==> src/rtl/ls_queue_unit_pkg.sv <==
// Shared constants for the load/store queue: opcodes, access lengths, direction,
// extension mode and the issue FSM encoding.
package ls_queue_unit_pkg;

    localparam int OPC_W = 6;

    localparam logic [OPC_W-1:0] OP_LB  = 6'd0;
    localparam logic [OPC_W-1:0] OP_LH  = 6'd1;
    localparam logic [OPC_W-1:0] OP_LW  = 6'd2;
    localparam logic [OPC_W-1:0] OP_LBU = 6'd3;
    localparam logic [OPC_W-1:0] OP_LHU = 6'd4;
    localparam logic [OPC_W-1:0] OP_SB  = 6'd5;
    localparam logic [OPC_W-1:0] OP_SH  = 6'd6;
    localparam logic [OPC_W-1:0] OP_SW  = 6'd7;

    localparam logic [2:0] LEN_BYTE = 3'b000;
    localparam logic [2:0] LEN_HALF = 3'b001;
    localparam logic [2:0] LEN_WORD = 3'b011;

    localparam logic READ  = 1'b0;
    localparam logic WRITE = 1'b1;

    localparam logic SIGN_EX   = 1'b1;
    localparam logic UNSIGN_EX = 1'b0;

    typedef enum logic {
        IDLE = 1'b0,
        WAIT = 1'b1
    } ls_state_e;

    typedef struct packed {
        logic [2:0] len;
        logic       rw;
        logic       sign;
    } op_dec_t;

    function automatic op_dec_t decode_op(input logic [OPC_W-1:0] op);
        op_dec_t d;
        d.rw   = (op == OP_SB || op == OP_SH || op == OP_SW) ? WRITE : READ;
        d.sign = (op == OP_LBU || op == OP_LHU) ? UNSIGN_EX : SIGN_EX;
        case (op)
            OP_LB, OP_LBU, OP_SB: d.len = LEN_BYTE;
            OP_LH, OP_LHU, OP_SH: d.len = LEN_HALF;
            default:              d.len = LEN_WORD;
        endcase
        return d;
    endfunction

endpackage

==> src/rtl/ls_queue_unit_fifo.sv <==
// In-order circular buffer for queued memory ops. Pointers carry a wrap bit so
// full and empty are distinguishable; flush_tail rewinds the tail directly.
module ls_fifo #(
    parameter int WIDTH = 8,
    parameter int DEPTH = 4,
    localparam int PW = $clog2(DEPTH),
    localparam int CW = $clog2(DEPTH + 1)
) (
    input  logic             clk,
    input  logic             rst,
    input  logic             push,
    input  logic [WIDTH-1:0] push_data,
    input  logic             pop,
    input  logic             flush_tail,
    input  logic [PW:0]      flush_ptr,
    output logic [WIDTH-1:0] head_data,
    output logic [PW:0]      head_ptr,
    output logic [CW-1:0]    count,
    output logic             full,
    output logic             empty
);

    logic [WIDTH-1:0] mem [DEPTH];
    logic [PW:0]      head_q;
    logic [PW:0]      tail_q;

    always_ff @(posedge clk) begin
        if (rst) begin
            head_q <= '0;
            tail_q <= '0;
        end else begin
            if (pop)
                head_q <= head_q + (PW+1)'(1);
            if (flush_tail)
                tail_q <= flush_ptr;
            else if (push)
                tail_q <= tail_q + (PW+1)'(1);
        end
    end

    always_ff @(posedge clk) begin
        if (push && !flush_tail)
            mem[tail_q[PW-1:0]] <= push_data;
    end

    assign head_data = mem[head_q[PW-1:0]];
    assign head_ptr  = head_q;
    assign count     = CW'(tail_q - head_q);
    assign full      = (count == CW'(DEPTH));
    assign empty     = (head_q == tail_q);

endmodule

==> src/rtl/ls_queue_unit.sv <==
// Load/store queue: buffers ops in order, issues one memory access at a time,
// holds stores until committed and returns extended load data to the ROB.
//
// state | meaning
// IDLE  | no access outstanding; head may issue this cycle
// WAIT  | access issued, waiting for LSoutEn; memory fields held
module ls_queue_unit
    import ls_queue_unit_pkg::*;
#(
    parameter int DATA_W = 32,
    parameter int ADDR_W = 32,
    parameter int TAG_W  = 4,
    parameter int OP_W   = 6,
    parameter int DEPTH  = 4
) (
    input  logic              clk,
    input  logic              rst,
    input  logic              LSworkEn,
    input  logic [OP_W-1:0]   opCode,
    input  logic [DATA_W-1:0] operandO,
    input  logic [DATA_W-1:0] operandT,
    input  logic [DATA_W-1:0] imm,
    input  logic [TAG_W-1:0]  wrtTag,
    output logic              LSfull,
    input  logic              storeCommit,
    input  logic              flush,
    output logic              dataEn,
    output logic              LSRW,
    output logic [ADDR_W-1:0] dataAddr,
    output logic [2:0]        LSlen,
    output logic [DATA_W-1:0] Sdata,
    input  logic              LSoutEn,
    input  logic [DATA_W-1:0] Ldata,
    output logic              LSROBen,
    output logic [DATA_W-1:0] LSROBdata,
    output logic [TAG_W-1:0]  LSROBtag,
    output logic              LSdone
);

    localparam int PW       = $clog2(DEPTH);
    localparam int CW       = $clog2(DEPTH + 1);
    localparam int OFF_TAG  = 5;
    localparam int OFF_DATA = OFF_TAG + TAG_W;
    localparam int OFF_ADDR = OFF_DATA + DATA_W;
    localparam int EW       = OFF_ADDR + ADDR_W;

    ls_state_e         state_q, state_d;
    logic [CW-1:0]     credit_q, credit_d, commit_cred;
    logic              kill_q, kill_d;
    logic              issue, complete, store_done, rob_wr;
    logic              push;
    op_dec_t           dec;
    logic [EW-1:0]     push_data, head_data;
    logic [PW:0]       head_ptr, flush_ptr;
    logic [CW-1:0]     fifo_count;
    logic              fifo_full, fifo_empty;
    logic [ADDR_W-1:0] h_addr;
    logic [DATA_W-1:0] h_data, ld_ext;
    logic [TAG_W-1:0]  h_tag;
    logic [2:0]        h_len;
    logic              h_rw, h_sign;

    assign dec       = decode_op(OPC_W'(opCode));
    assign push      = LSworkEn && !fifo_full && !flush;
    assign push_data = {ADDR_W'(operandO + imm), operandT, wrtTag, dec.len, dec.rw, dec.sign};

    assign h_sign = head_data[0];
    assign h_rw   = head_data[1];
    assign h_len  = head_data[4:2];
    assign h_tag  = head_data[OFF_TAG +: TAG_W];
    assign h_data = head_data[OFF_DATA +: DATA_W];
    assign h_addr = head_data[OFF_ADDR +: ADDR_W];

    // Committed stores sit at the head; an in-flight load is the only other survivor.
    assign commit_cred = credit_q + CW'(storeCommit);
    assign flush_ptr   = (state_q == WAIT && LSRW == READ) ? head_ptr + (PW+1)'(1)
                                                           : head_ptr + (PW+1)'(commit_cred);

    ls_fifo #(.WIDTH(EW), .DEPTH(DEPTH)) u_fifo (
        .clk        (clk),
        .rst        (rst),
        .push       (push),
        .push_data  (push_data),
        .pop        (complete),
        .flush_tail (flush),
        .flush_ptr  (flush_ptr),
        .head_data  (head_data),
        .head_ptr   (head_ptr),
        .count      (fifo_count),
        .full       (fifo_full),
        .empty      (fifo_empty)
    );

    assign LSfull = (fifo_count == CW'(DEPTH));

    always_comb begin
        state_d  = state_q;
        issue    = 1'b0;
        complete = 1'b0;
        case (state_q)
            IDLE: if (!fifo_empty && !flush && (h_rw == READ || credit_q != '0)) begin
                issue   = 1'b1;
                state_d = WAIT;
            end
            WAIT: if (LSoutEn) begin
                complete = 1'b1;
                state_d  = IDLE;
            end
            default: state_d = IDLE;
        endcase
    end

    assign store_done = complete && LSRW == WRITE;
    assign rob_wr     = complete && LSRW == READ && !kill_q && !flush;

    always_comb begin
        credit_d = credit_q;
        if (storeCommit && !store_done)
            credit_d = credit_q + CW'(1);
        else if (!storeCommit && store_done)
            credit_d = credit_q - CW'(1);
    end

    always_comb begin
        kill_d = kill_q;
        if (complete)
            kill_d = 1'b0;
        else if (flush && state_q == WAIT && LSRW == READ)
            kill_d = 1'b1;
    end

    always_comb begin
        case (h_len)
            LEN_BYTE: ld_ext = {{(DATA_W-8){h_sign & Ldata[7]}}, Ldata[7:0]};
            LEN_HALF: ld_ext = {{(DATA_W-16){h_sign & Ldata[15]}}, Ldata[15:0]};
            default:  ld_ext = Ldata;
        endcase
    end

    always_ff @(posedge clk) begin
        if (rst)
            state_q <= IDLE;
        else
            state_q <= state_d;
    end

    always_ff @(posedge clk) begin
        if (rst) begin
            credit_q  <= '0;
            kill_q    <= 1'b0;
            dataEn    <= 1'b0;
            LSRW      <= READ;
            dataAddr  <= '0;
            LSlen     <= '0;
            Sdata     <= '0;
            LSROBen   <= 1'b0;
            LSROBdata <= '0;
            LSROBtag  <= '0;
            LSdone    <= 1'b0;
        end else begin
            credit_q <= credit_d;
            kill_q   <= kill_d;
            dataEn   <= issue;
            LSdone   <= complete;
            LSROBen  <= rob_wr;
            if (issue) begin
                dataAddr <= h_addr;
                LSlen    <= h_len;
                LSRW     <= h_rw;
                Sdata    <= (h_rw == WRITE) ? h_data : '0;
            end
            if (rob_wr) begin
                LSROBdata <= ld_ext;
                LSROBtag  <= h_tag;
            end
        end
    end

endmodule

==> config.mk <==
export PLATFORM = sky130hd
export DESIGN_NAME = ls_queue_unit
export DESIGN_NICKNAME = d
export VERILOG_FILES = /design/src/rtl/ls_queue_unit_pkg.sv /design/src/rtl/ls_queue_unit_fifo.sv /design/src/rtl/ls_queue_unit.sv
export SDC_FILE = /design/constraint.sdc
export NUM_CORES = 1
export LEC_CHECK = 0
export ABC_CLOCK_PERIOD_IN_PS = 8400
export CAP_MARGIN = 20
export CORE_MARGIN = 3
export CORE_UTILIZATION = 56
export CTS_BUF_LIST = sky130_fd_sc_hd__clkbuf_4 sky130_fd_sc_hd__clkbuf_8
export CTS_CLUSTER_DIAMETER = 200
export DETAILED_ROUTE_END_ITERATION = 7
export HOLD_SLACK_MARGIN = 0.12
export PLACE_DENSITY_LB_ADDON = 0.08
export RECOVER_POWER = 50
export SLEW_MARGIN = 20
export SYNTH_ARGS = -nofsm -noshare
export SYNTH_HDL_FRONTEND = slang
export SYNTH_SLANG_ARGS = --single-unit
==> constraint.sdc <==
create_clock -name clk -period 8.4 [get_ports clk]
set_input_delay 1.26 -clock clk [delete_from_list [all_inputs] [get_ports clk]]
set_output_delay 1.26 -clock clk [all_outputs]
set_load 0.05 [all_outputs]
==> metrics.log <==
[metrics] result of the run: complete, but fails checks
[metrics] violated checks: max-capacitance violations, max-slew violations
[metrics] maximum ir drop on the vdd rail: 0.198 mV
[metrics] setup violators final: 0
[metrics] antenna violations before repair: 3
[metrics] busiest layer in global routing: met2
[metrics] Simple-Gate Fraction of Synth Area: 0.0782
[metrics] flops & latches, synth: 407
[metrics] commonest non-fill, non-tap cells in the layout: sky130_fd_sc_hd__edfxtp_1, sky130_fd_sc_hd__clkdlybuf4s50_1, sky130_fd_sc_hd__nand2_1
[metrics] Iter 0 DRT Violations: 773
[metrics] share of synthesized registers carrying an async set or reset: 0
[metrics] endpoints failing hold: 0
[metrics] final antenna-violating net count: 0
[metrics] number of synthesis warnings: 0
[metrics] GRT Util Overall: 0.225
[metrics] number of nets in the synthesized netlist: 1363
[metrics] skew final: 0.0360 ns
[metrics] worst-case register-to-register setup slack: 3.80 ns
[metrics] detail-routed via count per cell: 5.61
[metrics] met3 Resource Use GR: 0.0447
[metrics] peak fanout along the critical path: 90
[metrics] wire per inst: 19.1 um
[metrics] DRC violation count after routing: 0
[metrics] maximum clock rate: 0.184 GHz
[metrics] met1 capacity usage during global routing: 0.299
[metrics] xor/xnor share of the synthesized area: 0.0216
[metrics] maximum number of pins on one net before global-route repair: 91
[metrics] TritonCTS Buffers: 67
[metrics] reported leakage power: 7.04 nW
[metrics] horizontal die dimension: 178 um
[metrics] number of post-CTS setup repair buffers: 0
[metrics] combinational family with the most area after synthesis: multiplexers
[metrics] hold slack: 0.450 ns
[metrics] via count of the first global-routing pass: 10700
[metrics] clock latency on the worst-skew pair: 0.58 ns
[metrics] synthesized-area fraction occupied by ao, oa, aoi and oai cells: 0.0800
[metrics] wire length of the first global-routing pass: 55.8 mm
[metrics] Mapped Cells: 1176
[metrics] post-synthesis adder-cell area fraction: 0.0342
[metrics] proportion of synthesized chip area in sequential cells: 0.663
[metrics] Initial Util: 0.573
[metrics] DRT Pass-1 Iters: 7
[metrics] number of rows created at floorplan: 62
[metrics] most frequent standard cell in the layout excluding fill and tap cells: sky130_fd_sc_hd__edfxtp_1
[metrics] count of H-tree levels built during CTS: 3
[metrics] Top-Level Pins: 252
[metrics] library cells used by synthesis: 57
[metrics] DIE AREA: 0.0318 mm^2
[metrics] sum of overflow across all layers after global routing: 0
[metrics] max-capacitance violation count: 7
[metrics] mapped cell area: 0.0166 mm^2
[metrics] hold bufs inserted after CTS: 0
[metrics] CP Class: in2reg
[metrics] Power per Cell Area: 226 mW/mm^2
[metrics] post-cts repair resize count: 0
[metrics] TritonCTS Sinks: 407
[metrics] routability congestion estimate from global placement: 0.891
[metrics] Via Count: 10500
[metrics] routed wire length: 35.9 mm
[metrics] root buffer selected by CTS: sky130_fd_sc_hd__clkbuf_8
[metrics] worst slew margin relative to its limit: -2.03
[metrics] Die Y: 178 um
[metrics] final net count: 1626
[metrics] arrival time at the worst endpoint: 5.65 ns
[metrics] P&R area growth vs syn: 24.6%
[metrics] count of buffers from port buffering: 250
[metrics] Core Region: 0.0290 mm^2
[metrics] critical path data required time: 8.61 ns
[metrics] number of pins with negative max-slew slack in the final report: 280
[metrics] post-synthesis mux area share: 0.100
[metrics] setup repair after global routing missed its margin: false
[metrics] clock-pin slew reported for the worst setup and hold paths after clock tree synthesis: 0.06 ns
[metrics] post-synthesis area per instance: 14.1 um^2
[metrics] final-layout setup total negative slack: 0 ns
[metrics] startpoint kind of the worst setup timing path: input pin
[metrics] proportion of layout cells with a drive suffix above 1: 0.135
[metrics] final period utilization: 0.647
[metrics] clock buffer depth: 3
[metrics] Post-DP HPWL: 22.0 mm
[metrics] number of synthesized flops with an enable pin: 288
[metrics] Worst Setup End Kind: register
[metrics] Final Critical Period: 5.44 ns
[metrics] Worst-Margin Slew: 4.54 ns
[metrics] clock tree from TritonCTS: done
[metrics] Tightest Hold Check Type: reg2reg
[metrics] dominant synthesized flop cell: sky130_fd_sc_hd__edfxtp_1
[metrics] met2 Usage GRT: 0.381
## cell families after synthesis
group | Yosys count
flip-flops | 407
AND/OR/NAND/NOR | 306
AO/OA/AOI/OAI | 219
buffers and inverters | 83
multiplexers | 76
adder cells (fa/ha/maj) | 43
XOR/XNOR | 41
other | 1
## flip-flops by register name, summed over array words and instances (netlist names), 2 cells and up, named ones only
signal           count
LSROBdata           32
u_fifo.mem         288
credit_q             3
LSlen                2
dataAddr            32
u_fifo.head_ptr      3
u_fifo.tail_q        3
Sdata               32
LSROBtag             4
## final timing paths
kind               start                  to  depth (start not counted)
max                  rst  u_fifo.head_ptr[1]                          3
min          dataAddr[5]         dataAddr[5]                          2
max reg2reg     register       LSROBdata[25]                          5
min reg2reg  dataAddr[5]         dataAddr[5]                          2
## power breakdown
part / internal, mW / leakage (nW) / switching, mW
Combinational: 0.263 / 2.75 / 0.421
Clock: 0.931 / 0.707 / 0.751
Sequential: 2.28 / 3.59 / 0.0443
Total: 3.48 / 7.04 / 1.22
## synthesized netlist by cell type, drive strengths merged (2+ instances only)
| library cell | number | share of area |
|---|---|---|
| dfxtp | 119 | 0.14 |
| nand2 | 172 | 0.039 |
| mux4 | 72 | 0.098 |
| xnor2 | 28 | 0.015 |
| mux2 | 2 | 0.0014 |
| o31a | 2 | 0.0011 |
| o21bai | 5 | 0.0023 |
| nand3 | 37 | 0.011 |
| a221oi | 3 | 0.0016 |
| and3 | 5 | 0.0019 |
| o31ai | 2 | 0.00090 |
| inv | 16 | 0.0036 |
| o21ai | 20 | 0.0060 |
| mux2i | 2 | 0.0012 |
| and2 | 4 | 0.0015 |
| or3 | 2 | 0.00075 |
| o22ai | 2 | 0.00075 |
| edfxtp | 288 | 0.52 |
| o21a | 3 | 0.0014 |
| xor2 | 13 | 0.0068 |
| nor2b | 7 | 0.0026 |
| buf | 24 | 0.0092 |
| nor3 | 8 | 0.0024 |
| ha | 39 | 0.029 |
| a21oi | 120 | 0.036 |
| nand4 | 5 | 0.0019 |
| nor3b | 2 | 0.00090 |
| o211ai | 3 | 0.0014 |
| nor2 | 56 | 0.013 |
| nor4 | 3 | 0.0015 |
| clkbuf | 43 | 0.0098 |
| fa | 4 | 0.0048 |
| o221ai | 2 | 0.0011 |
| a211oi | 31 | 0.014 |
| a21o | 12 | 0.0054 |
| a31oi | 5 | 0.0019 |
| nand2b | 2 | 0.00075 |
## metrics by stage
stage | utilization | setup slack [ns] | cell area (um^2) | total power [mW] | cells
floorplan | - | 1.40 | 16600 | 2.82 | 1176
global placement | 0.669 | 4.11 | 19400 | 3.04 | 1754
detailed placement | 0.669 | 4.10 | 19400 | 3.06 | 1754
CTS | 0.715 | 4.70 | 20800 | 4.75 | 1877
global route | 0.714 | 2.47 | 20700 | 4.90 | 1878
finish | 0.714 | 2.96 | 20700 | 4.69 | 1878
## final cells by class
type / count / area, um^2
clock inverters: 22 / 135
multi-input cells: 686 / 5230
fillers: 2040 / 8290
diodes: 1 / 2.50
flip-flops and latches: 407 / 11000
clock buffers: 101 / 1210
inverters: 16 / 60.1
repair buffers: 261 / 2570
well taps: 384 / 480
## worst max-delay path: stages
cell and delay (ns):
sky130_fd_sc_hd__clkbuf_1 0.95, sky130_fd_sc_hd__clkbuf_1 3.25, sky130_fd_sc_hd__a21oi_1 0.13
## routing by layer
metal	up-vias	part of all wire
met4	2	0.014
li1	4965	-
met5	-	0.00036
met1	5172	0.42
met2	341	0.51
met3	47	0.060
No activity file was read; power rests on OpenSTA's default activity.
==> RTL edit: new RTL, same settings <==
Reset style: asynchronous (`rst`), changed in 3 clocked blocks.
--- a/src/rtl/ls_queue_unit_fifo.sv
+++ b/src/rtl/ls_queue_unit_fifo.sv
@@ -25,5 +25,5 @@
     logic [PW:0]      tail_q;
 
-    always_ff @(posedge clk) begin
+    always_ff @(posedge clk or posedge rst) begin
         if (rst) begin
             head_q <= '0;
--- a/src/rtl/ls_queue_unit.sv
+++ b/src/rtl/ls_queue_unit.sv
@@ -138,5 +138,5 @@
     end
 
-    always_ff @(posedge clk) begin
+    always_ff @(posedge clk or posedge rst) begin
         if (rst)
             state_q <= IDLE;
@@ -145,5 +145,5 @@
     end
 
-    always_ff @(posedge clk) begin
+    always_ff @(posedge clk or posedge rst) begin
         if (rst) begin
             credit_q  <= '0;
Check against the original RTL: differs if rst is asserted again (counterexample within 4 cycles, from zero or initial values and one cycle with rst high); with rst held inactive, the same outputs for 4 cycles.
==> RTL edit against the unedited design <==
The run still ends with max-capacitance violations, max-slew violations left. Highest routed layer is now met4. Critical path depth up 2. Setup slack better by 0.020 ns. Global-route usage down 1.4 points. Synthesized area up 2.2%. Final area up 2.2%. Clock skew down 0.017 ns. First-iteration DRC count down 23%. Hold slack better by 0.029 ns. Critical path type is now reg -> reg. Die area up 2.1%. Sequential cell count down 2. Wire length down 5.0%. Cell count down 5.1%.
Power is not compared: it rests on default switching activity, and its combinational part moved more than twofold at a synthesized area within 25%.
==> RTL edit: results (changes against the unedited design) <==
<table>
<tr><th>Metric</th><th>Value</th></tr>
<tr><th colspan="2">Logic synthesis</th></tr>
<tr><td>Most area-consuming cells after synthesis</td><td>sky130_fd_sc_hd__edfxtp_1 51%, sky130_fd_sc_hd__dfrtp_1 17%, sky130_fd_sc_hd__mux4_2 9.4%, sky130_fd_sc_hd__mux2_2 3.1%, sky130_fd_sc_hd__ha_1 2.9% (was sky130_fd_sc_hd__edfxtp_1 52%, sky130_fd_sc_hd__dfxtp_1 14%, sky130_fd_sc_hd__mux4_2 9.8%, sky130_fd_sc_hd__nand2_1 3.9%, sky130_fd_sc_hd__a21oi_1 3.6%)</td></tr>
<tr><td>Yosys top cell area share</td><td>50.9% (was 52.0%)</td></tr>
<tr><td>Count of distinct cell types in the synthesized netlist</td><td>55 (was 57)</td></tr>
<tr><td>Most instantiated cells after synthesis</td><td>288 x sky130_fd_sc_hd__edfxtp_1, 117 x sky130_fd_sc_hd__dfrtp_1, 91 x sky130_fd_sc_hd__nand2_1 (was 288 x sky130_fd_sc_hd__edfxtp_1, 172 x sky130_fd_sc_hd__nand2_1, 119 x sky130_fd_sc_hd__a21oi_1, 119 x sky130_fd_sc_hd__dfxtp_1, 72 x sky130_fd_sc_hd__mux4_2)</td></tr>
<tr><td>Seq/Total Area, Yosys</td><td>68.1% (was 66.3%)</td></tr>
<tr><td>Post-Synthesis Net Count</td><td>1253 (was 1363)</td></tr>
<tr><th colspan="2">Setup path</th></tr>
<tr><td>Largest driver fanout on the critical path</td><td>62 (was 90)</td></tr>
<tr><td>Slowest stage cell, crit path</td><td>sky130_fd_sc_hd__dfrtp_1 (was sky130_fd_sc_hd__clkbuf_1)</td></tr>
<tr><td>Reg-to-reg critical path endpoint</td><td>state_q (was LSROBdata[25])</td></tr>
<tr><td>Cell family with the largest share of critical-path delay</td><td>flip-flops (was buffers and inverters)</td></tr>
<tr><th colspan="2">Global route</th></tr>
<tr><td>Antenna violations before repair</td><td>2 (was 3)</td></tr>
<tr><td>Largest net degree at the start of global routing</td><td>75 (was 91)</td></tr>
<tr><td>Number of global-route vias before repair</td><td>10422 (was 10666)</td></tr>
<tr><th colspan="2">Drt</th></tr>
<tr><td>Routed length per placed instance</td><td>19.1 µm (about the same)</td></tr>
<tr><th colspan="2">Timing</th></tr>
<tr><td>Pin slew with the least headroom to its limit</td><td>4.60 ns (was 4.54 ns)</td></tr>
<tr><td>Number of max-slew violations in the final report</td><td>322 (was 280)</td></tr>
<tr><th colspan="2">Outcome</th></tr>
<tr><td>Status</td><td>complete, but fails checks (unchanged)</td></tr>
<tr><td>Failing checks</td><td>max-capacitance violations, max-slew violations (unchanged)</td></tr>
<tr><th colspan="2">Placed design</th></tr>
<tr><td>HPWL Detailed</td><td>21.5 mm (was 22.0 mm)</td></tr>
<tr><th colspan="2">Flow run</th></tr>
<tr><td>Max-capacitance violation count</td><td>6 (was 7)</td></tr>
</table>
[RTL edit: worst register-to-register path, delay by kind of cell (launching register included)]
kind                   cells  cell delay [ns]
multiplexers               1             0.45
AO/OA/AOI/OAI              3             0.92
flip-flops                 1             1.95
buffers and inverters      1             1.84
[RTL edit: logic make-up after synthesis]
| kind of cell | Yosys count | share of synthesized area, % |
|---|---|---|
| flops | 405 | 68.1 |
| buf+inv | 76 | 1.85 |
| mux | 122 | 12.8 |
| xor+xnor | 41 | 2.11 |
| compound gates | 173 | 6.18 |
| fa+ha+maj | 43 | 3.34 |
| other cells | 1 | 0.0221 |
| simple gates | 205 | 5.61 |
[RTL edit: final cells by class]
cell class | count | area, µm²
Antenna cell | 2 | 5.00
Tap cell | 390 | 488
Timing Repair Buffer | 262 | 2580
Clock buffer | 84 | 1070
Inverter | 23 | 87.6
Multi-Input combinational cell | 585 | 5110
Fill cell | 2000 | 8620
Sequential cell | 405 | 11600
Clock inverter | 32 | 256
[RTL edit: worst min-delay path by stage]
stage | startpoint | endpoint | cells past startpoint | slack (ns)
6_report | Sdata[22] | Sdata[22] | 2 | 0.48
5_1_grt | Sdata[22] | Sdata[22] | 2 | 0.52
4_1_cts | Sdata[19] | Sdata[19] | 2 | 0.48
3_5_place_dp | Sdata[19] | Sdata[19] | 2 | 0.47
3_3_place_gp | LSlen[1] | LSlen[1] | 2 | 0.46
2_1_floorplan | kill_q | kill_q | 2 | 0.46
[RTL edit: metrics by stage]
step	utilization (%)	instances	total power (µW)	setup WS, ns	cell area [µm²]
2_1_floorplan	-	1066	4990	1.42	17000
3_3_place_gp	66.8	1665	5880	4.11	19900
3_5_place_dp	66.8	1665	5940	4.04	19900
4_1_cts	71.2	1781	7640	4.02	21200
5_1_grt	71.1	1782	8010	2.04	21200
6_report	71.1	1783	7600	2.98	21200
[RTL edit: power by group through the flow]
| stage | clock network (µW) | logic (µW) | registers (µW) |
|---|---|---|---|
| floorplan | 0 | 1340 | 3650 |
| global placement | 0 | 2950 | 2930 |
| detailed placement | 0 | 2990 | 2950 |
| CTS | 1720 | 3000 | 2920 |
| global route | 1820 | 3230 | 2960 |
| finish | 1680 | 3010 | 2910 |
[RTL edit: metal layers]
metal	part of all wire, %	track usage, %	up-vias
met5	0	0	-
met4	1.9	5.96	0
met3	5.3	3.94	51
met2	51	36.5	277
met1	42	27.7	4968
li1	-	-	4604
